[src/rtl/seven_seg_pkg.sv]
// Shared types and constants for the seven-segment scan multiplexer.
// Leading-zero blanking is compiled in only when SEVEN_SEG_LZB_EN is defined.
package seven_seg_pkg;

  typedef logic [6:0] seg_t;

  localparam seg_t SEG_BLANK = 7'h7F;
  localparam seg_t SEG_ZERO  = 7'h40;

  typedef enum logic [1:0] {
    IDLE,
    BLANK,
    ON
  } scan_state_t;

endpackage

[src/rtl/seven_seg_lzb_mask.sv]
// Leading-zero suppress mask: digit j >= 1 is blanked when it and every more
// significant digit show a bare "0" with no decimal point.
module seven_seg_lzb_mask
  import seven_seg_pkg::*;
#(
  parameter int NUM_DIGITS = 8
) (
  input  seg_t                  snap_seg_i [NUM_DIGITS],
  input  logic [NUM_DIGITS-1:0] snap_dp_i,
  output logic [NUM_DIGITS-1:0] suppress_o
);

  logic zero_run;

  // Walk from the most significant digit down; the run breaks at the first
  // non-zero digit or lit decimal point. Digit 0 is never suppressed.
  always_comb begin
    zero_run   = 1'b1;
    suppress_o = '0;
    for (int k = NUM_DIGITS - 1; k >= 1; k--) begin
      zero_run      = zero_run && (snap_seg_i[k] == SEG_ZERO) && !snap_dp_i[k];
      suppress_o[k] = zero_run;
    end
  end

endmodule

[src/rtl/seven_seg_scan_mux.sv]
// Time-multiplexed 7-segment scanner with dead-time blanking, 16-level PWM and
// frame-start snapshot. Define SEVEN_SEG_LZB_EN to enable leading-zero blanking.
module seven_seg_scan_mux
  import seven_seg_pkg::*;
#(
  parameter int NUM_DIGITS  = 8,
  parameter int DIGIT_TICKS = 50000,
  parameter int BLANK_TICKS = 500
) (
  input  logic                  clk,
  input  logic                  rst,
  input  seg_t                  seg_in [NUM_DIGITS],
  input  logic [NUM_DIGITS-1:0] dp_in,
  input  logic                  en,
  input  logic [3:0]            brightness,
  output seg_t                  seg_out,
  output logic                  dp_out,
  output logic [NUM_DIGITS-1:0] an_out,
  output logic                  frame_tick,
  output scan_state_t           dbg_state
);

  localparam int MAX_TICKS = (DIGIT_TICKS > BLANK_TICKS) ? DIGIT_TICKS : BLANK_TICKS;
  localparam int CW        = $clog2(MAX_TICKS + 1);
  localparam int IW        = (NUM_DIGITS > 1) ? $clog2(NUM_DIGITS) : 1;

  localparam logic [CW-1:0] DIGIT_LAST = CW'(DIGIT_TICKS - 1);
  localparam logic [CW-1:0] BLANK_LAST = CW'(BLANK_TICKS - 1);
  localparam logic [IW-1:0] IDX_LAST   = IW'(NUM_DIGITS - 1);
  // With no dead time the gap phase collapses and ON follows ON directly.
  localparam scan_state_t   GAP_STATE  = (BLANK_TICKS > 0) ? BLANK : ON;

  scan_state_t           state_q, state_d;
  logic [IW-1:0]         idx_q, idx_d;
  logic [CW-1:0]         cnt_q, cnt_d;
  logic [3:0]            pwm_q, pwm_d;
  logic                  frame_start;

  seg_t                  snap_seg_q [NUM_DIGITS];
  logic [NUM_DIGITS-1:0] snap_dp_q;
  logic [NUM_DIGITS-1:0] suppress;

  seg_t                  seg_q, seg_d;
  logic                  dp_q, dp_d;
  logic [NUM_DIGITS-1:0] an_q, an_d;
  logic                  frame_tick_q;

`ifdef SEVEN_SEG_LZB_EN
  seven_seg_lzb_mask #(
    .NUM_DIGITS (NUM_DIGITS)
  ) u_lzb_mask (
    .snap_seg_i (snap_seg_q),
    .snap_dp_i  (snap_dp_q),
    .suppress_o (suppress)
  );
`else
  assign suppress = '0;
`endif

  always_ff @(posedge clk or posedge rst) begin
    if (rst) state_q <= IDLE;
    else     state_q <= state_d;
  end

  always_comb begin
    state_d     = state_q;
    idx_d       = idx_q;
    cnt_d       = cnt_q;
    pwm_d       = pwm_q;
    frame_start = 1'b0;
    if (!en) begin
      state_d = IDLE;
      idx_d   = '0;
      cnt_d   = '0;
      pwm_d   = '0;
    end else begin
      case (state_q)
        IDLE: begin
          frame_start = 1'b1;
          state_d     = GAP_STATE;
          idx_d       = '0;
          cnt_d       = '0;
          pwm_d       = '0;
        end
        BLANK: begin
          if (cnt_q == BLANK_LAST) begin
            state_d = ON;
            cnt_d   = '0;
            pwm_d   = '0;
          end else begin
            cnt_d = cnt_q + 1'b1;
          end
        end
        ON: begin
          pwm_d = pwm_q + 4'd1;
          if (cnt_q == DIGIT_LAST) begin
            state_d = GAP_STATE;
            cnt_d   = '0;
            pwm_d   = '0;
            if (idx_q == IDX_LAST) begin
              idx_d       = '0;
              frame_start = 1'b1;
            end else begin
              idx_d = idx_q + 1'b1;
            end
          end else begin
            cnt_d = cnt_q + 1'b1;
          end
        end
        default: state_d = IDLE;
      endcase
    end
  end

  // Gating on en blanks the display on the edge right after en drops.
  always_comb begin
    seg_d = SEG_BLANK;
    dp_d  = 1'b1;
    an_d  = '1;
    if (en && (state_q == ON) && !suppress[idx_q]) begin
      seg_d = snap_seg_q[idx_q];
      dp_d  = ~snap_dp_q[idx_q];
      if (pwm_q <= brightness) an_d[idx_q] = 1'b0;
    end
  end

  always_ff @(posedge clk or posedge rst) begin
    if (rst) begin
      idx_q        <= '0;
      cnt_q        <= '0;
      pwm_q        <= '0;
      seg_q        <= SEG_BLANK;
      dp_q         <= 1'b1;
      an_q         <= '1;
      frame_tick_q <= 1'b0;
      snap_dp_q    <= '0;
      for (int i = 0; i < NUM_DIGITS; i++) snap_seg_q[i] <= SEG_BLANK;
    end else begin
      idx_q        <= idx_d;
      cnt_q        <= cnt_d;
      pwm_q        <= pwm_d;
      seg_q        <= seg_d;
      dp_q         <= dp_d;
      an_q         <= an_d;
      frame_tick_q <= frame_start;
      if (frame_start) begin
        snap_seg_q <= seg_in;
        snap_dp_q  <= dp_in;
      end
    end
  end

  assign seg_out    = seg_q;
  assign dp_out     = dp_q;
  assign an_out     = an_q;
  assign frame_tick = frame_tick_q;
  assign dbg_state  = state_q;

endmodule

[config.mk]
export PLATFORM = sky130hd
export DESIGN_NAME = seven_seg_scan_mux
export DESIGN_NICKNAME = d
export VERILOG_FILES = /design/src/rtl/seven_seg_pkg.sv /design/src/rtl/seven_seg_lzb_mask.sv /design/src/rtl/seven_seg_scan_mux.sv
export SDC_FILE = /design/constraint.sdc
export NUM_CORES = 1
export LEC_CHECK = 0
export ABC_AREA = 0
export BUFFER_PORTS_ARGS = -buffer_cell sky130_fd_sc_hd__buf_2
export CAP_MARGIN = 20
export CORE_MARGIN = 4
export CORE_UTILIZATION = 34
export CTS_CLUSTER_SIZE = 14
export DETAILED_ROUTE_END_ITERATION = 6
export GPL_ROUTABILITY_DRIVEN = 0
export GPL_TIMING_DRIVEN = 0
export PLACE_DENSITY = 0.61
export SYNTH_ARGS = -nofsm -noshare
export SYNTH_HDL_FRONTEND = slang
export SYNTH_HIERARCHICAL = 1
export SYNTH_SLANG_ARGS = --single-unit
[constraint.sdc]
create_clock -name clk -period 2.6 [get_ports clk]
set_input_delay 0.13 -clock clk [delete_from_list [all_inputs] [get_ports clk]]
set_output_delay 0.13 -clock clk [all_outputs]
set_load 0.03 [all_outputs]
==> qor.csv, run 1 <==
metric;value;unit
status;completed;
required;2.83;ns
first_global_vias;3690;
drc;0;
p_int;4.432;mW
dieHeight;132.9;microns
portBuffers;88;
drv_slew;0;
finalClockSkew;0.009427;ns
leakage;2.780;nW
critical_path_class;reg2reg;
crit_arrival;2.67;ns
yosys.area.top_type;dfstp_2;
clock-root-buffer;clkbuf_16;
core-area;0.01526;sq mm
cp_top_family;simple AND/OR/NAND/NOR gates;
grt_pass1_wl;19070;microns
synth.avg_cell_area;13.49;sq um
grt_setup_unrepaired;no;
fin_tns_setup;0;ns
vdd_drop_max;0.0005487;V
drive_above_1_share;54.55;%
power_frac_comb;30.6;%
hold_buffers;6;
tightest_slew;0.7689;ns
grt_max_degree;46;
cp_cell_sequence;inv_1, ha_1, clkbuf_1, nor4b_1, buf_2, nor3_1, xnor2_1, nor2_1;
cts.repair.resized;0;
start_kind;flip-flop;
final_common_cell;buf_2;
initial_utilization;34.74;%
drt_iter0_markers;163;
finish.utilization;42.15;%
timing.hold.ws;0.008602;ns
clk_pin_slew;0.08;ns
max_cap_violations;0;
htree_levels;3;
syn_nets;475;
synthTopCellsByArea;dfstp_2 (36%), dfrtp_1 (16%), mux2_4 (14%);
yosysWarnings;6;
tritoncts;done;
finalSetupViolCount;0;
synth_edf_count;0;
max_slew_margin;48.74;%
fin_crit_sh;93.55;%
endpoint_kind;flip-flop;
synth_seq_area_share;51.75;%
num_antenna_cells;0;
dieArea;0.01765;sq mm
grt-ovfl-total;0;
fmax;411.1;MHz
ant_nets;0;
pin_count;90;
post_cts_buffers;0;
vias_per_cell;4.795;
crit_buf_inv;3;
firstDrtPassIters;4;
cts_sinks;106;
gr-usage-all-layers;13.32;%
finalNetCount;583;
synth-async-reset-ratio;100.0;%
wl_per_cell;16.01;microns
path_max_fanout;10;
cts_inserted_buffers;9;
synth_top_area_share;35.69;%
synth-seq-cells;106;
row_count;45;
dp_hpwl;8389;microns
total_power;6.139;mW
critPathMaxStageDelay;0.66;ns
sw_frac_of_total;27.81;%
fin_crit;2.432;ns
antenna_found_initial;1;
via_count;3438;
power_frac_seq;46.2;%
wl;11480;microns
synth_cell_types;48;
clk_latency;0.35;ns
hold_viol_final;0;
syn_area;0.005300;sq mm
clkPwrFrac;23.1;%
switchingPower;1.707;mW
final_cell_mix;buf_2 (94), dfstp_2 (72), mux2_4 (49);
power_density;954.5;mW/mm^2
syn_inst;393;
hold_path.class;in2reg;
synthFlopType;dfstp_2;
area_growth;21.34;%
fp.dieW;132.9;microns
slowest_stage;nor4b_1;
max-clock-path-buffers;2;
## area by class of cell
cell class,instances,area [sq um]
Clock inverter,7,87.58
Timing Repair Buffer,97,550.5
Sequential cell,106,2743
Buffer,22,140.1
Tap cell,211,264.0
Fill cell,1434,8827
Multi-Input combinational cell,255,2380
Clock buffer,9,225.2
Inverter,10,41.29
## worst paths after layout
| path | cells past startpoint | slack (ns) | endpoint | start |
|---|---|---|---|---|
| min reg2reg | 1 | 0.51 | cnt_q[0] | cnt_q[0] |
| min in group asynchronous | 3 | 0.37 | frame_tick | rst |
| max in group asynchronous | 4 | 1.60 | snap_seg_q[47] | rst |
| max reg2reg | 8 | 0.17 | cnt_q[12] | dbg_state[0] |
| max | 8 | 0.17 | cnt_q[12] | dbg_state[0] |
| min | 2 | 0.009 | snap_dp_q[1] | dp_in[1] |
## synth_stat cells (all sizes together), types with 2 or more instances
master	count
dfstp	72
mux2	64
dfrtp	34
nand2	29
o21ai	18
nand3	15
buf	14
mux4	14
mux2i	13
nor2	13
ha	11
inv	10
clkbuf	8
nor3	7
nor3b	7
and3	6
a21o	5
a21oi	5
nand3b	5
nand4	5
o22ai	5
xnor2	5
and2	4
nor4	3
a22o	2
and4b	2
nand2b	2
o21a	2
## logic make-up after synthesis
family                     share of synthesized area [%]
and+or+nand+nor                                    11.07
DFF                                                51.75
muxes                                              25.47
AOI/OAI and AO/OA                                  4.769
buffers and inverters                              3.352
adders and majority gates                          2.597
xor gates and xnor gates                          0.9915
## power by group through the flow
stage / logic (mW) / clock network, mW / registers (mW)
2_1_floorplan: 1.50 / 0 / 2.80
3_3_place_gp: 1.85 / 0 / 2.83
3_5_place_dp: 1.89 / 0 / 2.86
4_1_cts: 1.91 / 1.45 / 2.84
5_1_grt: 2.04 / 1.52 / 2.91
6_report: 1.88 / 1.42 / 2.84
## stage by stage
step / std cells / cell area (sq um) / setup WS, ns
after CTS: 716 / 6421 / 0.2194
after detailed placement: 694 / 6048 / 0.2429
after global routing: 717 / 6431 / 0.01950
after floorplan: 393 / 5304 / 0.4297
final: 717 / 6431 / 0.1677
after global placement: 692 / 6008 / 0.2237
## registers in the layout (all words and copies together) (netlist names)
name        count
cnt_q          16
snap_dp_q       8
snap_seg_q     56
pwm_q           4
dp_out          1
dbg_state       2
frame_tick      1
idx_q           3
an_out          8
seg_out         7
## per-layer routing
layer | global-route usage (%) | share of wire, % | up-vias
met4 | 3.002 | 0.91 | 2
met5 | 0 | 0.11 | -
met3 | 3.460 | 5.0 | 8
met2 | 21.25 | 47 | 80
li1 | - | - | 1633
met1 | 18.27 | 47 | 1715
Note: power is estimated with default switching activity, not from simulation.
==> run 2: changes to the inputs <==
==> constraint.sdc (replaced) <==
create_clock -name clk -period 2.6 [get_ports clk]
set_input_delay 0 -clock clk [delete_from_list [all_inputs] [get_ports clk]]
set_output_delay 0 -clock clk [all_outputs]
set_load 0.03 [all_outputs]
==> run 2 against run 1 <==
Net effect: die area unchanged; wire length increased by 6.1%; register-to-register slack improved by 0.02 ns; via count increased by 6.6%; critical endpoint unchanged; largest cell class unchanged.
==> qor.csv, run 2 (synthesis results as in run 1) <==
metric;value;unit
status;completed;
endpoint_kind;flip-flop;
drt_iter0_markers;159;
leakage;3.022;nW
crit_arrival;2.64;ns
finish.utilization;45.95;%
cts_sinks;106;
finalClockSkew;0.009933;ns
largest-register;snap_seg_q;
power_frac_seq;45.6;%
p_int;4.489;mW
vdd_drop_max;0.0005591;V
cts_inserted_buffers;9;
pin_count;90;
rr_endpoint;cnt_q[12];
ant_nets;0;
grt_pass1_wl;20420;microns
num_antenna_cells;0;
finalSetupViolCount;0;
required;2.83;ns
clk_latency;0.35;ns
critical_path_class;reg2reg;
wl;12190;microns
path_max_fanout;10;
wl_per_cell;15.72;microns
via_count;3665;
firstDrtPassIters;4;
fin_tns_setup;0;ns
grt_max_degree;46;
dieArea;0.01765;sq mm
tightest_slew;0.7630;ns
max_slew_margin;49.13;%
fin_crit;2.412;ns
htree_levels;3;
largest_register_ffs;56;
final_cell_mix;buf_2 (94), dfstp_2 (72), dlygate4sd3_1 (65);
drive_above_1_share;48.94;%
finalNetCount;641;
fp.dieW;132.9;microns
start_kind;flip-flop;
power_frac_comb;31.6;%
post_cts_buffers;0;
power_density;887.0;mW/mm^2
area_growth;32.29;%
antenna_found_initial;0;
grt-ovfl-total;0;
min_to;pwm_q[2];
row_count;45;
max_cap_violations;0;
max-clock-path-buffers;2;
nFillCells;1368;
clock-root-buffer;clkbuf_16;
dp_hpwl;8389;microns
hold_depth;3;
r2r_setup_slack;0.19;ns
hold_viol_final;0;
drc;0;
dieHeight;132.9;microns
fmax;414.7;MHz
grt_setup_unrepaired;no;
reg2reg_depth;8;
rr_startpoint;dbg_state[0];
initial_utilization;34.74;%
hp-start;en;
fin_crit_sh;92.75;%
hold_path.class;in2reg;
final_common_cell;buf_2;
switchingPower;1.731;mW
total_power;6.220;mW
portBuffers;88;
drv_slew;0;
tritoncts;done;
vias_per_cell;4.729;
core-area;0.01526;sq mm
clk_pin_slew;0.08;ns
reg_top3;snap_seg_q x56, cnt_q x16;
clkPwrFrac;22.8;%
gr-usage-all-layers;14.24;%
sw_frac_of_total;27.82;%
first_global_vias;4013;
run 2: cell types whose count changed in the layout (fill, tap and decap cells not counted), sizes merged:
cell,previous run,this run
dlygate4sd3,7,65
run 2: stage by stage:
stage	area (sq um)	std cells	worst slack, ns	hold WS [ns]
after floorplan	5304	393	0.4297	0.1477
after global placement	6008	692	0.2237	0.2319
after detailed placement	6048	694	0.2429	0.05974
after CTS	7012	775	0.2194	0.1347
after global routing	7012	775	0.01950	0.1739
final	7012	775	0.1884	0.1469
run 2: how the worst max path moves through the flow:
stage / slack (ns) / cells past startpoint / endpoint / from
5_1_grt: 0.02 / 8 / cnt_q[12] / dbg_state[0]
4_1_cts: 0.22 / 8 / cnt_q[12] / dbg_state[0]
6_report: 0.19 / 8 / cnt_q[12] / dbg_state[0]
2_1_floorplan: 0.43 / 7 / cnt_q[15] / dbg_state[0]
3_3_place_gp: 0.22 / 8 / cnt_q[12] / dbg_state[0]
3_5_place_dp: 0.24 / 8 / cnt_q[12] / dbg_state[0]
run 2: cell type report:
| type | count | area (sq um) | area share [%] |
|---|---|---|---|
| Buffer | 22 | 140.1 | 1.999 |
| Inverter | 10 | 41.29 | 0.5889 |
| Sequential cell | 106 | 2743 | 39.11 |
| Timing Repair Buffer | 155 | 1131 | 16.13 |
| Clock inverter | 7 | 87.58 | 1.249 |
| Clock buffer | 9 | 225.2 | 3.212 |
| Tap cell | 211 | 264.0 | 3.765 |
| Multi-Input combinational cell | 255 | 2380 | 33.94 |
run 2: repair_timing:
action,in CTS,in global routing
endpoints found under the hold margin,65,0
gates resized for setup,0,0
hold buffers,65,0
run 2: power by group through the flow:
stage          clock (mW)  combinational (mW)  sequential, mW
2_1_floorplan           0                1.50            2.80
3_3_place_gp            0                1.85            2.83
3_5_place_dp            0                1.89            2.86
4_1_cts              1.45                1.97            2.84
5_1_grt              1.52                2.12            2.91
6_report             1.42                1.96            2.84
run 2: layer usage:
layer,vias to the layer above,track usage [%],part of all wire (%)
li1,1750,-,-
met1,1820,18.73,45
met2,87,24.04,49
met3,8,3.156,4.1
met4,0,3.291,1.1
met5,-,0,0
run 2: worst max-delay path, stage by stage, from the launching register on:
cell and delay (ns):
dfrtp_1 0.50, inv_1 0.11, ha_1 0.20, clkbuf_1 0.17, nor4b_1 0.65, buf_2 0.35
nor3_1 0.10, xnor2_1 0.15, nor2_1 0.05
==> run 3: changes to the inputs <==
--- a/config.mk
+++ b/config.mk
@@ -17,5 +17,4 @@
 export PLACE_DENSITY = 0.61
 export SYNTH_ARGS = -nofsm -noshare
 export SYNTH_HDL_FRONTEND = slang
-export SYNTH_HIERARCHICAL = 1
 export SYNTH_SLANG_ARGS = --single-unit
==> run 3 against run 2 <==
Net effect: power is 1.8% higher; register-to-register slack improved by 0.08 ns; worst setup slack better by 0.085 ns; die area is the same; clock power is 6% higher; highest routed layer unchanged.
==> qor.csv, run 3 <==
metric;value;unit
cp_common_cell;clkbuf_1;
row_count;45;
hold_path.class;in2reg;
tritoncts;done;
synth_edf_count;0;
ant_nets;0;
fin_tns_setup;0;ns
finalSetupViolCount;0;
cp_top_family;simple AND/OR/NAND/NOR gates;
required;2.87;ns
wl_per_cell;15.98;microns
finalNetCount;640;
finalClockSkew;0.009135;ns
drc;0;
rr_endpoint;cnt_q[15];
firstDrtPassIters;4;
multi_input_area;0.002386;sq mm
num_antenna_cells;0;
final_common_cell;buf_2;
register_area;0.002743;sq mm
min_to;pwm_q[1];
syn_area;0.005300;sq mm
tightest_slew;0.7962;ns
r2r_setup_slack;0.27;ns
dieHeight;132.9;microns
max-clock-path-buffers;2;
cts_inserted_buffers;9;
status;completed;
p_int;4.630;mW
nFillCells;1355;
crit_buf_inv;3;
vias_per_cell;4.858;
switchingPower;1.699;mW
critPathMaxStageDelay;0.55;ns
drive_above_1_share;48.85;%
grt-ovfl-total;0;
yosysWarnings;0;
crit_arrival;2.60;ns
drt_iter0_markers;141;
clk_latency;0.35;ns
grt_setup_unrepaired;no;
fp.dieW;132.9;microns
critical_path_class;reg2reg;
synth.avg_cell_area;13.49;sq um
yosysMostFrequentCell;dfstp_2;
use_met2;24.66;%
via_count;3760;
pin_count;90;
power_density;900.1;mW/mm^2
synth_cell_types;48;
area_growth;32.67;%
synthTopCellsByArea;dfstp_2 (36%), dfrtp_1 (16%), mux2_4 (14%);
largest-register;snap_seg_q;
dp_hpwl;8445;microns
clkPwrFrac;23.8;%
grtUsageMet3;3.346;%
met1_usage;18.63;%
initial_utilization;34.74;%
wl;12370;microns
power_frac_comb;31.1;%
grt_max_degree;44;
vdd_drop_max;0.0005072;V
largest_register_ffs;56;
hold_viol_final;0;
core-area;0.01526;sq mm
slowest_stage;or4b_1;
fin_crit_sh;89.50;%
postPlaceCellArea;0.006048;sq mm
first_global_vias;3927;
start_kind;flip-flop;
fin_area;0.007032;sq mm
hold_depth;4;
total_power;6.329;mW
fin_crit;2.327;ns
final_cell_mix;buf_2 (94), dfstp_2 (72), dlygate4sd3_1 (65);
rr_startpoint;dbg_state[0];
grt.busiest_layer;met2;
htree_levels;3;
syn_nets;475;
leakage;3.030;nW
path_max_fanout;9;
sw_frac_of_total;26.85;%
portBuffers;88;
power_frac_seq;45.1;%
yosys.area.top_type;dfstp_2;
synth_seq_area_share;51.75;%
cts_sinks;106;
synth-seq-cells;106;
gr-usage-all-layers;14.57;%
max_slew_margin;46.92;%
grt_pass1_wl;20600;microns
clk_pin_slew;0.07;ns
max_cap_violations;0;
synth-async-reset-ratio;100.0;%
fmax;429.7;MHz
synthFlopType;dfstp_2;
antenna_found_initial;0;
drv_slew;0;
critical_path.startpoint;dbg_state[0];
clock-root-buffer;clkbuf_16;
syn_inst;393;
reg2reg_depth;7;
cp_cell_sequence;inv_1, ha_1, clkbuf_1, or4b_1, clkbuf_1, and2_1, nor3_1;
synth_top_area_share;35.69;%
dieArea;0.01765;sq mm
reg_top3;snap_seg_q x56, cnt_q x16;
hp-start;en;
synth_commonest_cells;dfstp_2 (72), mux2_4 (49), dfrtp_1 (34), nand2_1 (29), o21ai_0 (16);
endpoint_kind;flip-flop;
## run 3: cell counts after synthesis
No cell type changed its count.
## run 3: repair_timing
action | CTS | global route
gates resized for setup | 0 | 1
hold buffers | 65 | 0
setup buffers | 0 | 0
hold endpoints to repair | 65 | 0
endpoints found under the setup margin | 0 | 5
## run 3: final cells by class
| class | instances | area share [%] |
|---|---|---|
| flip-flops and latches | 106 | 39.00 |
| multi-input cells | 255 | 33.93 |
| repair buffers | 155 | 16.09 |
| well taps | 211 | 3.754 |
| clock buffers | 12 | 3.665 |
| plain buffers | 21 | 1.940 |
| clock inverters | 4 | 1.032 |
| inverters | 10 | 0.5872 |
## run 3: worst max-delay path by stage
stage | end | slack, ns | cells after the start
after detailed placement | cnt_q[12] | 0.18 | 8
after floorplan | cnt_q[15] | 0.43 | 7
after global placement | cnt_q[12] | 0.23 | 8
final | cnt_q[15] | 0.27 | 7
after global routing | cnt_q[15] | 0.06 | 7
after CTS | cnt_q[12] | 0.15 | 8
## run 3: per-layer routing
| layer | up-vias | part of all wire (%) | wire length, microns |
|---|---|---|---|
| li1 | 1753 | - | - |
| met1 | 1889 | 44 | 5391 |
| met2 | 104 | 50 | 6162 |
| met3 | 14 | 5.2 | 643 |
| met4 | 0 | 1.4 | 169 |
| met5 | - | 0 | 0 |
## run 3: power groups by stage
stage | Combinational (mW) | Clock, mW | Sequential [mW]
3_3_place_gp | 1.84 | 0 | 2.84
5_1_grt | 2.12 | 1.61 | 2.93
3_5_place_dp | 1.89 | 0 | 2.88
4_1_cts | 1.97 | 1.54 | 2.85
6_report | 1.97 | 1.51 | 2.85
2_1_floorplan | 1.50 | 0 | 2.80
## run 3: cell families (layout without fill, tap and decap cells)
kind of cell / count (synthesis) / count (layout) / share of synthesized area [%]
AO/OA/AOI/OAI: 41 / 41 / 4.769
buffers and inverters: 32 / 202 / 3.352
AND/OR/NAND/NOR: 106 / 106 / 11.07
flip-flops: 106 / 106 / 51.75
multiplexers: 91 / 91 / 25.47
XOR/XNOR: 6 / 6 / 0.9915
adder cells (fa/ha/maj): 11 / 11 / 2.597
## run 3: worst min-delay path, stage by stage
cell and delay (ns):
clkbuf_2 0.15, a31o_2 0.20, nand2_1 0.05, o21ai_0 0.06
## run 3: per-stage QoR
stage	setup WS, ns	utilization [%]	hold WS, ns	cells
3_3_place_gp	0.2324	39.38	0.2312	692
3_5_place_dp	0.1796	39.64	0.1262	694
5_1_grt	0.05688	46.08	0.2012	774
6_report	0.2730	46.08	0.1455	774
4_1_cts	0.1517	46.07	0.1321	775
2_1_floorplan	0.4297	-	0.1477	393
